`src/rtl/sr_drv_pkg.sv`:
```
// Shared FSM states, S/R excitation codes and the excitation function for the SR pattern driver.
// Build option SR_REINFORCE_EN: when defined, hold cases actively re-drive the current Q value.
package sr_drv_pkg;

    typedef enum logic [1:0] {
        IDLE  = 2'd0,
        CLEAR = 2'd1,
        PLAY  = 2'd2,
        DRAIN = 2'd3
    } state_t;

    // Encoded as {s, r}; 2'b11 is illegal for an SR latch and has no constant here.
    localparam logic [1:0] SR_HOLD = 2'b00;
    localparam logic [1:0] SR_RST  = 2'b01;
    localparam logic [1:0] SR_SET  = 2'b10;

    function automatic logic [1:0] sr_excite(input logic q, input logic t);
        logic [1:0] exc;
        if (q == t) begin
`ifdef SR_REINFORCE_EN
            exc = t ? SR_SET : SR_RST;
`else
            exc = SR_HOLD;
`endif
        end else begin
            exc = t ? SR_SET : SR_RST;
        end
        return exc;
    endfunction

endpackage

```
`src/rtl/sr_fb_checker.sv`:
```
// Two-stage expected-Q pipeline that lines pushed targets up with the external FF's Q two edges later.
// Emits a one-cycle mismatch pulse per failed compare and keeps a saturating error count.
module sr_fb_checker #(
    parameter int CNT_W = 4
) (
    input  logic             clk,
    input  logic             reset,
    input  logic             push_vld,
    input  logic             push_exp,
    input  logic             flush,
    input  logic             clr_cnt,
    input  logic             q_fb,
    output logic             mismatch,
    output logic [CNT_W-1:0] err_cnt
);

    localparam logic [CNT_W-1:0] CNT_MAX = {CNT_W{1'b1}};

    logic stg0_vld;
    logic stg0_exp;
    logic stg1_vld;
    logic stg1_exp;
    logic fail;

    // stg1 holds the target whose excitation the FF captured on the previous edge.
    assign fail = stg1_vld && (q_fb != stg1_exp);

    always_ff @(posedge clk or negedge reset) begin
        if (!reset) begin
            stg0_vld <= 1'b0;
            stg0_exp <= 1'b0;
            stg1_vld <= 1'b0;
            stg1_exp <= 1'b0;
            mismatch <= 1'b0;
        end else if (flush) begin
            stg0_vld <= 1'b0;
            stg0_exp <= 1'b0;
            stg1_vld <= 1'b0;
            stg1_exp <= 1'b0;
            mismatch <= 1'b0;
        end else begin
            stg0_vld <= push_vld;
            stg0_exp <= push_exp;
            stg1_vld <= stg0_vld;
            stg1_exp <= stg0_exp;
            mismatch <= fail;
        end
    end

    // A flushed compare is discarded, so it never reaches the counter.
    always_ff @(posedge clk or negedge reset) begin
        if (!reset) begin
            err_cnt <= '0;
        end else if (clr_cnt) begin
            err_cnt <= '0;
        end else if (fail && !flush && (err_cnt != CNT_MAX)) begin
            err_cnt <= err_cnt + 1'b1;
        end
    end

endmodule

```
`src/rtl/sr_ff_pattern_driver.sv`:
```
// Plays a PAT_W-bit target pattern MSB first as legal S/R excitations and self-checks the driven FF's Q.
// Build option SR_REINFORCE_EN selects active reinforcement of hold cases instead of 00.
module sr_ff_pattern_driver
    import sr_drv_pkg::*;
#(
    parameter int PAT_W = 8,
    parameter int CNT_W = 4
) (
    input  logic             clk,
    input  logic             reset,
    input  logic             start,
    input  logic             abort,
    input  logic             loop,
    input  logic [PAT_W-1:0] pattern,
    input  logic             q_fb,
    output logic             s,
    output logic             r,
    output logic             busy,
    output logic             done,
    output logic             mismatch,
    output logic [CNT_W-1:0] err_cnt
);

    localparam int               IDX_W    = (PAT_W > 1) ? $clog2(PAT_W) : 1;
    localparam logic [IDX_W-1:0] IDX_LAST = IDX_W'(PAT_W - 1);

    state_t             state;
    state_t             state_nxt;
    logic [PAT_W-1:0]   pat_q;
    logic [PAT_W-1:0]   pat_nxt;
    logic [IDX_W-1:0]   idx;
    logic [IDX_W-1:0]   idx_nxt;
    logic               drain_last;
    logic               drain_nxt;
    logic               model_q;
    logic               model_nxt;
    logic [1:0]         sr_q;
    logic [1:0]         sr_nxt;
    logic               done_q;
    logic               done_nxt;

    logic               play_go;
    logic               play_t;
    logic               push_vld;
    logic               push_exp;
    logic               flush;
    logic               clr_cnt;

    always_ff @(posedge clk or negedge reset) begin
        if (!reset) begin
            state      <= IDLE;
            pat_q      <= '0;
            idx        <= '0;
            drain_last <= 1'b0;
            model_q    <= 1'b0;
            sr_q       <= SR_HOLD;
            done_q     <= 1'b0;
        end else begin
            state      <= state_nxt;
            pat_q      <= pat_nxt;
            idx        <= idx_nxt;
            drain_last <= drain_nxt;
            model_q    <= model_nxt;
            sr_q       <= sr_nxt;
            done_q     <= done_nxt;
        end
    end

    // Outputs are computed for the state being entered so s/r are registered alongside it.
    always_comb begin
        state_nxt = state;
        pat_nxt   = pat_q;
        idx_nxt   = idx;
        drain_nxt = drain_last;
        model_nxt = model_q;
        sr_nxt    = SR_HOLD;
        done_nxt  = 1'b0;
        play_go   = 1'b0;
        play_t    = 1'b0;
        push_vld  = 1'b0;
        push_exp  = 1'b0;
        flush     = 1'b0;
        clr_cnt   = 1'b0;

        case (state)
            IDLE: begin
                if (start) begin
                    state_nxt = CLEAR;
                    pat_nxt   = pattern;
                    model_nxt = 1'b0;
                    sr_nxt    = SR_RST;
                    push_vld  = 1'b1;
                    push_exp  = 1'b0;
                    clr_cnt   = 1'b1;
                end
            end
            CLEAR: begin
                state_nxt = PLAY;
                idx_nxt   = IDX_LAST;
                play_go   = 1'b1;
                play_t    = pat_q[PAT_W-1];
            end
            PLAY: begin
                if (idx != '0) begin
                    idx_nxt = idx - 1'b1;
                    play_go = 1'b1;
                    play_t  = pat_q[idx_nxt];
                end else if (loop) begin
                    // Seamless replay: model q carries over from the last bit of the previous pass.
                    pat_nxt = pattern;
                    idx_nxt = IDX_LAST;
                    play_go = 1'b1;
                    play_t  = pattern[PAT_W-1];
                end else begin
                    state_nxt = DRAIN;
                    drain_nxt = 1'b0;
                end
            end
            DRAIN: begin
                if (drain_last) begin
                    state_nxt = IDLE;
                    done_nxt  = 1'b1;
                end else begin
                    drain_nxt = 1'b1;
                end
            end
            default: begin
                state_nxt = IDLE;
            end
        endcase

        if (play_go) begin
            sr_nxt    = sr_excite(model_q, play_t);
            model_nxt = play_t;
            push_vld  = 1'b1;
            push_exp  = play_t;
        end

        if (abort) begin
            state_nxt = IDLE;
            pat_nxt   = pat_q;
            idx_nxt   = idx;
            model_nxt = model_q;
            sr_nxt    = SR_HOLD;
            done_nxt  = 1'b0;
            push_vld  = 1'b0;
            push_exp  = 1'b0;
            flush     = 1'b1;
            clr_cnt   = 1'b0;
        end
    end

    sr_fb_checker #(
        .CNT_W(CNT_W)
    ) u_checker (
        .clk      (clk),
        .reset    (reset),
        .push_vld (push_vld),
        .push_exp (push_exp),
        .flush    (flush),
        .clr_cnt  (clr_cnt),
        .q_fb     (q_fb),
        .mismatch (mismatch),
        .err_cnt  (err_cnt)
    );

    assign s    = sr_q[1];
    assign r    = sr_q[0];
    assign busy = (state != IDLE);
    assign done = done_q;

endmodule

```
`config.mk`:
```
export PLATFORM = sky130hd
export DESIGN_NAME = sr_ff_pattern_driver
export DESIGN_NICKNAME = d
export VERILOG_FILES = /design/src/rtl/sr_drv_pkg.sv /design/src/rtl/sr_fb_checker.sv /design/src/rtl/sr_ff_pattern_driver.sv
export SDC_FILE = /design/constraint.sdc
export NUM_CORES = 1
export LEC_CHECK = 0
export CAP_MARGIN = 20
export CORE_UTILIZATION = 54
export CTS_BUF_LIST = sky130_fd_sc_hd__clkbuf_8
export CTS_CLUSTER_DIAMETER = 200
export DETAILED_ROUTE_END_ITERATION = 16
export PLACE_DENSITY = 0.83
export SETUP_SLACK_MARGIN = 0.15
export SLEW_MARGIN = 20
export SYNTH_ARGS = -nofsm -noshare
export SYNTH_HDL_FRONTEND = slang
export SYNTH_SLANG_ARGS = --single-unit
```
`constraint.sdc`:
```
create_clock -name clk -period 2.2 [get_ports clk]
set_input_delay 0.44 -clock clk [delete_from_list [all_inputs] [get_ports clk]]
set_output_delay 0.44 -clock clk [all_outputs]
set_load 0.02 [all_outputs]
```
==> flow_summary.toml, run 1 <==
[floorplan]
core-area_mm2 = 0.00230
die_area_mm2 = 0.00272
die_x_um = 52.1
die_height_um = 52.1
io-pin-count = 23
start_util = 0.591
fp-row-count = 17

[global_routing]
track_usage = 0.226
gr-total-overflow = 0
antenna_found_initial = 0
grt_pass1_wl_um = 4430
grt_max_degree = 28
grt_pass1_vias = 999

[route]
wl_um = 2620
vias = 974
dr.pass1.iters = 4
drt_iter0_drc = 20
ant_nets = 0
drt-vias-per-instance = 5.63
routedWlPerCell_um = 15.2
drcViolationCount = 0

[sta]
rsz0062_at_grt = "no"
setup_slack_ns = 0.228
setup_viol = 0
worst_slew_pin_slew_ns = 0.402
slew_viol_final = 0
fmax_ghz = 0.507
period_minus_slack_ns = 1.97
skew_ns = 0.00291
slew_headroom = 0.731
period_share = 0.897
tns_ns = 0
finalHoldViolCount = 0

[worst_setup_path]
critPathCaptureType = "flip-flop"
worstPathRequired_ns = 2.39
arrival_ns = 2.17
reg2regPathDepth = 6
crit_fanout = 5
start_kind = "flip-flop"
criticalPathCategory = "reg2reg"
timing.rr.start = "idx[0]"
r2r_end = "model_q"
r2r_slack_ns = 0.23

[power]
power_w = 0.00200
peakVddDrop_mv = 0.768
p_leak_nw = 0.769
powerDensity_mw_per_mm2 = 1180

[yosys]
synth_top_area_frac = 0.498
async_flop_share = 1.00
synth_top_flop_cell = "dfrtp_1"
syn-cell-area_mm2 = 0.00136
ys_types = 34
synth_warnings = 0
syn_inst = 116
synthTopCellsByArea = "dfrtp_1 50%, ha_1 7.4%, mux2_2 6.6%, mux4_2 3.3%, nor2_1 3.3%"
syn-mean-instance-area_um2 = 11.7
syn_nets = 138
ys_seq_area_frac = 0.498
ys_seq_elements = 27
synth_area_leader_cell = "dfrtp_1"
synth_edf_count = 0

[clock_tree]
clock_latency_ns = 0.27
ctsHtreeMaxLevel = 1
clock_path_buffers = 2
clock-sinks = 27
cts_hold_buf = 0
ctsRootBufferMaster = "clkbuf_8"
clkSlewWorstSetupHoldPaths_ns = 0.09
cts_inserted_buffers = 3
cts_tree = "yes"

[layout]
antenna_cells = 0
syn2layout_area_growth_pct = 25.1
fin_nets = 168
drive_gt1_frac = 0.166

[placed_design]
numPortBuffers = 22
gp_congestion = 0.782
dp_hpwl_um = 2030
dp_slack_ns = 0.149

[job]
timing.max_cap.violations = 0

[hold_path]
min_to = "u_checker.stg1_vld"
min_from = "u_checker.stg0_vld"
whs_path_depth = 1
hold_class = "reg2reg"

[outcome]
status = "completed"
[worst max-delay path by stage]
stage                     to      from  cells past startpoint
floorplan           pat_q[0]  state[0]                      7
global placement    pat_q[0]      loop                      6
detailed placement  pat_q[4]      loop                      6
CTS                 state[1]    idx[0]                      6
global route         model_q    idx[0]                      6
finish               model_q    idx[0]                      6
[through the flow]
step | std cells | util | hold WS [ns] | area (um^2)
final | 173 | 0.739 | 0.476 | 1700
after global routing | 173 | 0.739 | 0.499 | 1700
after CTS | 173 | 0.734 | 0.479 | 1690
after detailed placement | 169 | 0.714 | 0.451 | 1640
after global placement | 169 | 0.714 | 0.445 | 1640
after floorplan | 116 | - | 0.144 | 1360
[routing by layer]
metal / track usage / routed length, um / vias to the layer above
li1: - / - / 464
met1: 0.267 / 1120 / 487
met2: 0.417 / 1400 / 21
met3: 0.0351 / 85 / 2
met4: 0.0702 / 15 / 0
met5: 0 / 0 / -
[cell usage in the layout, fill, tap and decap left out, types with 2 or more instances in the layout]
master	synthesis	layout
dfrtp_1	27	27
clkdlybuf4s50_1	0	21
nor2_1	12	12
inv_1	10	10
mux2_2	8	8
ha_1	8	8
a21oi_1	5	5
buf_4	1	5
mux2i_1	4	4
nor2b_1	4	4
o21ai_0	3	3
nand2_1	3	3
xor2_1	3	3
nor3_1	3	3
nand3_1	3	3
clkbuf_8	0	3
and2_1	2	2
mux4_2	2	2
[Yosys cell counts, types with 2 or more instances]
cell / count
a21oi_1: 5
dfrtp_1: 27
inv_1: 10
ha_1: 8
and2_1: 2
nand2_1: 3
mux2i_1: 4
nor2b_1: 4
nand3_1: 3
mux4_2: 2
nor3_1: 3
nor2_1: 12
xor2_1: 3
o21ai_0: 3
mux2_2: 8
[layout make-up]
cell class                      instances  area (um^2)
Multi-Input combinational cell         77          644
Timing Repair Buffer                   27          256
Clock buffer                            3         41.3
Inverter                               10         37.5
Sequential cell                        27          676
Tap cell                               28         35.0
Clock inverter                          1         7.51
Fill cell                             169          599
[report_power, final]
part | total (W) | switching (W) | internal, W
logic | 0.000939 | 0.000464 | 0.000476
registers | 0.000780 | 0.000119 | 0.000661
clock network | 0.000281 | 0.000153 | 0.000128
total | 0.00200 | 0.000735 | 0.00126
[cells by family (layout without fill, tap and decap cells)]
kind of cell	count (synthesis)	after routing	share of synthesized area
AO/OA/AOI/OAI	19	19	0.117
AND/OR/NAND/NOR	32	32	0.121
multiplexers	14	14	0.129
flip-flops	27	27	0.498
buffers and inverters	12	41	0.0359
XOR/XNOR	4	4	0.0258
adder cells (fa/ha/maj)	8	8	0.0737
[flip-flops by register name, summed over array words and instances, names as in the netlist, 2 cells and up]
| signal | cells |
|---|---|
| idx | 3 |
| pat_q | 8 |
| sr_q | 2 |
| state | 2 |
| u_checker.err_cnt | 4 |
[critical path, cell delays in order, from the launching register on]
cell and delay (ns):
dfrtp_1 0.44, inv_1 0.13, ha_1 0.22, or3b_4 0.44, a22o_1 0.24, a21oi_1 0.27, o2bb2ai_1 0.15
[what timing repair did]
action,CTS,global route
gates resized for setup,1,1
buffers inserted,0,0
pin swaps,0,0
setup endpoints to repair,1,1
No activity file was read; power rests on OpenSTA's default activity.
==> inputs of run 2 (changes only) <==
GPL_ROUTABILITY_DRIVEN = 0   (was default)
PLACE_DENSITY = 0.78   (was 0.83)
==> run 2 against run 1 <==
Against the previous run:
- design area hardly changed
- critical endpoint is now busy
- die area stayed put
- clock skew up 0.0011 ns
- combinational power down 0.4%
- sequential share of layout area is essentially flat
- largest power group unchanged
- largest cell class unchanged
- highest routed layer unchanged
- power is 1.0% lower
- cell count did not move
- clock power is 5% lower
- critical path depth is 2 lower
==> flow_summary.toml, run 2 (same netlist as run 1, synthesis figures left out) <==
[route]
drt_iter0_drc = 14
wl_um = 2470
vias = 967
drt-vias-per-instance = 5.59
dr.pass1.iters = 4
routedWlPerCell_um = 14.3
ant_nets = 0
drcViolationCount = 0

[sta]
slew_viol_final = 0
setup_viol = 0
tns_ns = 0
fmax_ghz = 0.521
period_minus_slack_ns = 1.92
slew_headroom = 0.718
skew_ns = 0.00402
finalHoldViolCount = 0
period_share = 0.873
rsz0062_at_grt = "yes"
worst_slew_pin_slew_ns = 0.423

[clock_tree]
clock_path_buffers = 2
clock-sinks = 27
ctsHtreeMaxLevel = 1
cts_inserted_buffers = 3
clkSlewWorstSetupHoldPaths_ns = 0.09
cts_hold_buf = 0
post_cts_buffers = 0
ctsRootBufferMaster = "clkbuf_8"
cts_tree = "yes"
clock_latency_ns = 0.26

[layout]
largest_register_ff_count = 8
fill_cells = 156
layout_common_cells = "27 x dfrtp_1, 21 x clkdlybuf4s50_1, 12 x nor2_1"
reg.largest.list = "pat_q: 8 flops, u_checker.err_cnt: 4 flops, idx: 3 flops"
top_register = "pat_q"
antenna_cells = 0
syn2layout_area_growth_pct = 25.2
final_util = 0.740
layout_commonest_cell = "dfrtp_1"
drive_gt1_frac = 0.166
fin_nets = 168

[worst_setup_path]
cpPeakStageDelay_ns = 0.42
crit_fanout = 4
path_cells = "inv_1 -> ha_1 -> inv_1 -> clkdlybuf4s15_1"
critPathCaptureType = "primary output"
arrival_ns = 1.48
criticalPathCategory = "reg2out"
worstPathRequired_ns = 1.76
crit_top_cell = "inv_1"
slowest_stage = "dfrtp_1"
start_kind = "flip-flop"

[floorplan]
io-pin-count = 23
start_util = 0.591
die_x_um = 52.1
core-area_mm2 = 0.00230
die_area_mm2 = 0.00272
fp-row-count = 17
die_height_um = 52.1

[global_routing]
antenna_found_initial = 0
track_usage = 0.207
gr-total-overflow = 0
grt_pass1_wl_um = 4190
grt_pass1_vias = 977
grt_max_degree = 28

[power]
peakVddDrop_mv = 0.697
p_leak_nw = 0.773
powerDensity_mw_per_mm2 = 1170

[placed_design]
numPortBuffers = 22
dp_hpwl_um = 1960

[job]
timing.max_cap.violations = 0

[hold_path]
hold_class = "reg2reg"

[outcome]
status = "completed"
-- run 2: power breakdown --
part	switching (W)	total [W]	internal, W
Clock	0.000142	0.000267	0.000125
Sequential	0.000117	0.000778	0.000661
Combinational	0.000456	0.000935	0.000479
-- run 2: what timing repair did --
action,in CTS,in global routing
setup endpoints to repair,1,4
resized for setup,1,3
pin swaps,0,0
-- run 2: layout make-up --
type | count | area (um^2) | share of cell area
clock buffers | 3 | 41.3 | 0.0243
clock inverters | 1 | 3.75 | 0.00221
flip-flops and latches | 27 | 676 | 0.398
repair buffers | 27 | 258 | 0.152
inverters | 10 | 37.5 | 0.0221
multi-input cells | 77 | 648 | 0.381
well taps | 28 | 35.0 | 0.0206
-- run 2: worst max-delay path: cells and delay by family, from the launching register on --
kind / cells / cell delay (ns)
fa+ha+maj: 1 / 0.24
buf+inv: 3 / 0.56
flops: 1 / 0.42
-- run 2: per-layer routing --
metal	GRT usage	wire length (um)
met5	0	0
met4	0.0395	8
met3	0.0263	82
met2	0.385	1310
met1	0.257	1080
-- run 2: path summary, 6_finish.rpt --
kind / depth (start not counted) / from / slack (ns) / end
min in group asynchronous: 2 / reset / 0.53 / state[0]
max in group asynchronous: 2 / reset / 1.42 / pat_q[6]
max reg2reg: 6 / state[0] / 0.28 / pat_q[3]
min reg2reg: 1 / u_checker.stg0_exp / 0.46 / u_checker.stg1_exp
max: 4 / state[0] / 0.28 / busy
min: 1 / u_checker.stg0_exp / 0.46 / u_checker.stg1_exp
-- run 2: metrics by stage --
step | cells | instance area, um^2 | power [W] | setup slack [ns] | hold slack (ns)
after CTS | 173 | 1680 | 0.00197 | 0.237 | 0.468
final | 173 | 1700 | 0.00198 | 0.279 | 0.463
after global placement | 169 | 1640 | 0.00165 | 0.185 | 0.446
after floorplan | 116 | 1360 | 0.00143 | 0.319 | 0.144
after global routing | 173 | 1700 | 0.00212 | 0.151 | 0.479
after detailed placement | 169 | 1640 | 0.00171 | 0.158 | 0.448
==> patch 1: new RTL, flow settings as in run 2 <==
The option `SR_REINFORCE_EN` is turned on by a define.
--- a/src/rtl/sr_drv_pkg.sv
+++ b/src/rtl/sr_drv_pkg.sv
@@ -1,5 +1,7 @@
 // Shared FSM states, S/R excitation codes and the excitation function for the SR pattern driver.
 // Build option SR_REINFORCE_EN: when defined, hold cases actively re-drive the current Q value.
+`define SR_REINFORCE_EN
+
 package sr_drv_pkg;
 
     typedef enum logic [1:0] {
Formal check against the unedited RTL: not equivalent (Yosys sat finds a counterexample within 4 cycles, from zero or initial values and one cycle with reset low).
==> patch 1 against run 2 <==
  * Cell area decreased by 3.2%
  * Synthesized area decreased by 4.7%
  * Sequential share of layout area decreased by 1.7 points
  * Sequential cell count decreased by 2
  * Worst setup slack got worse by 62 ps
  * Wire length decreased by 5.2%
  * Critical path depth increased by 3
  * Power decreased by 8.2%
  * Largest power group unchanged
  * Non-clock buffer count increased by 2
  * Combinational power decreased by 9.1%
==> patch 1: results (changes against run 2) <==
OUTCOME='finished clean'  # unchanged
GRT_PASS1_WL_UM=4060  # was 4190 um
DETAILROUTE.WIRELENGTH.MET3_UM=48  # was 82 um
VIA_COUNT_OF_THE_ROUTED_DESIGN=925  # was 967
FIRST_GLOBAL_VIAS=959  # was 977
INVERTERS_EXCL_CLOCK=7  # was 10
GRT_UTIL_ALL_LAYERS=0.213  # was 0.207
FF_LATCH_AREA_UM2=626  # was 676 um^2
SYNTHADDERAREAFRAC=0.0677  # was 0.0737
WORST_SETUP_PATH_STARTPOINT='idx[0]'  # was state[0]
N_SEQUENTIAL_CELL=25  # was 27
SLEW_HEADROOM=0.790  # was 0.718
GRT_MAX_DEGREE=26  # was 28
CLK_SHARE=0.0274  # was 0.0265
WORST_PATH_DOMINANT_CELL_FAMILY='flip-flops'  # was buffers and inverters
R2R-END='pat_q[5]'  # was pat_q[3]
POWER.LEAKAGE_nW=0.740  # was 0.773 nW
FINAL_LAYOUT_SIZE_SUFFIX_GT1_FRAC=0.183  # was 0.166
DP_HPWL_UM=1720  # was 1960 um
BUFAREASHARENONCLOCK=0.167  # was 0.152
HOLDWS_PS=463  # about the same
DPL_WS_PS=27.6  # was 158 ps
YS_TOP_CELLS_BY_COUNT='25 x sky130_fd_sc_hd__dfrtp_1, 9 x sky130_fd_sc_hd__nor2_1, 8 x sky130_fd_sc_hd__mux2_2'  # was 27 x sky130_fd_sc_hd__dfrtp_1, 12 x sky130_fd_sc_hd__nor2_1, 10 x sky130_fd_sc_hd__inv_1
MIN_PERIOD_OVER_PERIOD=0.901  # was 0.873
WL_MET2_UM=1180  # was 1310 um
HOLD_PATH.STARTPOINT='u_checker.stg0_vld'  # was u_checker.stg0_exp
DRT_PRE_ANTENNA_ITERS=5  # was 4
BUFFERS=29  # was 27
ROUTED_WIRE_LENGTH_PER_INSTANCE_UM=13.8  # was 14.3 um
LAYOUT.CORE_UTILIZATION=0.737  # was 0.740
WORSTHOLDENDPOINT='u_checker.stg1_vld'  # was u_checker.stg1_exp
POST_SYNTH_MAIN_AREA_CONTRIBUTORS='sky130_fd_sc_hd__dfrtp_1 48%, sky130_fd_sc_hd__mux2_2 7.0%, sky130_fd_sc_hd__ha_1 6.8%'  # was sky130_fd_sc_hd__dfrtp_1 50%, sky130_fd_sc_hd__ha_1 7.4%, sky130_fd_sc_hd__mux2_2 6.6%
WORST-ENDPOINT-ARRIVAL_PS=2130  # was 1480 ps
PLACEDINSTANCEAREA_MM2=0.00159  # was 0.00164 mm^2
XOR_XNOR_PORTION_OF_THE_SYNTHESIZED_CELL_AREA=0.0271  # was 0.0258
FINAL_NET_COUNT=164  # was 168
FILLER_CELL_COUNT=170  # was 156
[patch 1: changes by cell type in the layout (fill, tap and decap cells not counted), moves of 2 or more]
cell                       before  now
sky130_fd_sc_hd__nand2b_1       0    3
sky130_fd_sc_hd__nor2_1        12    9
sky130_fd_sc_hd__nor3_1         3    1
sky130_fd_sc_hd__o21ai_0        3    6
sky130_fd_sc_hd__inv_1         11    8
sky130_fd_sc_hd__dfrtp_1       27   25
[patch 1: routing by layer]
| layer | GRT usage | vias to the layer above |
|---|---|---|
| met2 | 0.371 | 14 |
| met4 | 0.0833 | 0 |
| met1 | 0.262 | 461 |
| met3 | 0.0357 | 4 |
| met5 | 0 | - |
| li1 | - | 446 |
[patch 1: power by group]
group	total [mW]	internal [mW]	leakage, nW	switching [mW]
combinational	0.850	0.453	0.403	0.397
sequential	0.712	0.614	0.311	0.0982
clock	0.256	0.124	0.0269	0.132
total	1.82	1.19	0.740	0.627
==> patch 2: new RTL, settings of run 2 <==
Made on the original files. Encoding of `state_t`: now one-hot (4 bits for 4 states).
--- a/src/rtl/sr_drv_pkg.sv
+++ b/src/rtl/sr_drv_pkg.sv
@@ -2,11 +2,11 @@
 // Build option SR_REINFORCE_EN: when defined, hold cases actively re-drive the current Q value.
 package sr_drv_pkg;
 
-    typedef enum logic [1:0] {
-        IDLE  = 2'd0,
-        CLEAR = 2'd1,
-        PLAY  = 2'd2,
-        DRAIN = 2'd3
+    typedef enum logic [3:0] {
+        IDLE  = 4'b0001,
+        CLEAR = 4'b0010,
+        PLAY  = 4'b0100,
+        DRAIN = 4'b1000
     } state_t;
 
     // Encoded as {s, r}; 2'b11 is illegal for an SR latch and has no constant here.
Formal check against the unedited RTL: no difference found for any inputs over 10 cycles, from zero or initial values and one cycle with reset low; not proved beyond that.
==> patch 2 against run 2 <==
  * Synthesized area rose by 4.1%
  * Worst setup slack better by 30 ps
  * Cell area increased by 6.1%
  * Sequential share of layout area up 0.62 points
  * Final cell count rose by 5.8%
  * Wire length increased by 14%
  * Synthesized cell count is 6.0% higher
  * Sequential cell count up 2
  * Highest routed layer unchanged
  * Global-route usage increased by 4.4 points
Power is not compared: it rests on default switching activity, and its combinational part moved more than twofold at a synthesized area within 25%.
==> patch 2: results (changes against run 2) <==
TIMING.REG2REG.SETUP_SLACK_PS=310  # was 280 ps
YOSYSSEQAREASHARE=0.514  # was 0.498
NUMBER_OF_H_TREE_LEVELS=2  # was 1
SYNTHDISTINCTLIBCELLS=47  # was 34
GRT_USE_MET1=0.264  # was 0.257
FIRST_GLOBAL_VIAS=1069  # was 977
MAX_SLEW.WORST_PIN.SLEW_PS=364  # was 423 ps
YS_TOP_CELLS_BY_COUNT='28 x sky130_fd_sc_hd__dfrtp_1, 11 x sky130_fd_sc_hd__nor2_1, 8 x sky130_fd_sc_hd__mux2_2'  # was 27 x sky130_fd_sc_hd__dfrtp_1, 12 x sky130_fd_sc_hd__nor2_1, 10 x sky130_fd_sc_hd__inv_1
WORST_PATH_DOMINANT_CELL_FAMILY='compound AO/OA/AOI/OAI gates'  # was buffers and inverters
PORTION_OF_NETLIST_AREA_OCCUPIED_BY_MUX_CELLS=0.0938  # was 0.129
PLACEDINSTANCEAREA_MM2=0.00168  # was 0.00164 mm^2
LARGEST_REGISTERS='pat_q x8, state x4, u_checker.err_cnt x4'  # was pat_q x8, u_checker.err_cnt x4, idx x3
GRT_MAX_DEGREE=30  # was 28
GRT_UTIL_ALL_LAYERS=0.252  # was 0.207
SYNTHADDERAREAFRAC=0.0265  # was 0.0737
DPL_WS_PS=65.3  # was 158 ps
CTS_INSERTED_BUFFERS=5  # was 3
WORST-ENDPOINT-ARRIVAL_PS=2060  # was 1480 ps
FINAL_NET_COUNT=169  # was 168
XOR_XNOR_PORTION_OF_THE_SYNTHESIZED_CELL_AREA=0.0310  # was 0.0258
SYNTH_COMPOUND_AREA_FRAC=0.0832  # was 0.117
DETAILROUTE.WIRELENGTH.MET3_UM=169  # was 82 um
OUTCOME='finished clean'  # unchanged
GRT_PASS1_WL_UM=4730  # was 4190 um
DRTITER0DRC=27  # was 14
POSTSYNTHCELLCOUNT=123  # was 116
POST-PLACE-CELLS=175  # was 169
FINAL.SETUP_SKEW_PS=4.28  # was 4.02 ps
[patch 2: changes by cell type in the layout (fill, tap and decap cells not counted), sizes merged, moves of 2 or more]
cell           run 2  this run
ha                 8         3
nand2b             0         4
o22ai              0         2
mux2i              4         2
inv               11         5
clkbuf             3         6
or2                0         2
nor3b              0         2
nand3b             0         3
o21ai              3         5
a31oi              0         2
xnor2              1         3
[patch 2: what timing repair did]
| action | in CTS | in global routing |
|---|---|---|
| buffers inserted | 0 | 0 |
| resized for setup | 2 | 1 |
| hold endpoints to repair | 0 | 0 |
| endpoints found under the setup margin | 1 | 1 |
[patch 2: report_power, final]
part	leakage, nW	switching, mW	internal [mW]
logic	0.362	0.0946	0.124
registers	0.368	0.0445	0.591
clock network	0.0574	0.195	0.368
total	0.788	0.334	1.08
[patch 2: cell type report]
class                   count  area [um^2]
flip-flops and latches     29          728
clock inverters             2         37.5
multi-input cells          85          649
repair buffers             26          249
well taps                  30         37.5
inverters                   5         18.8
fillers                   186          674
clock buffers               6         82.6
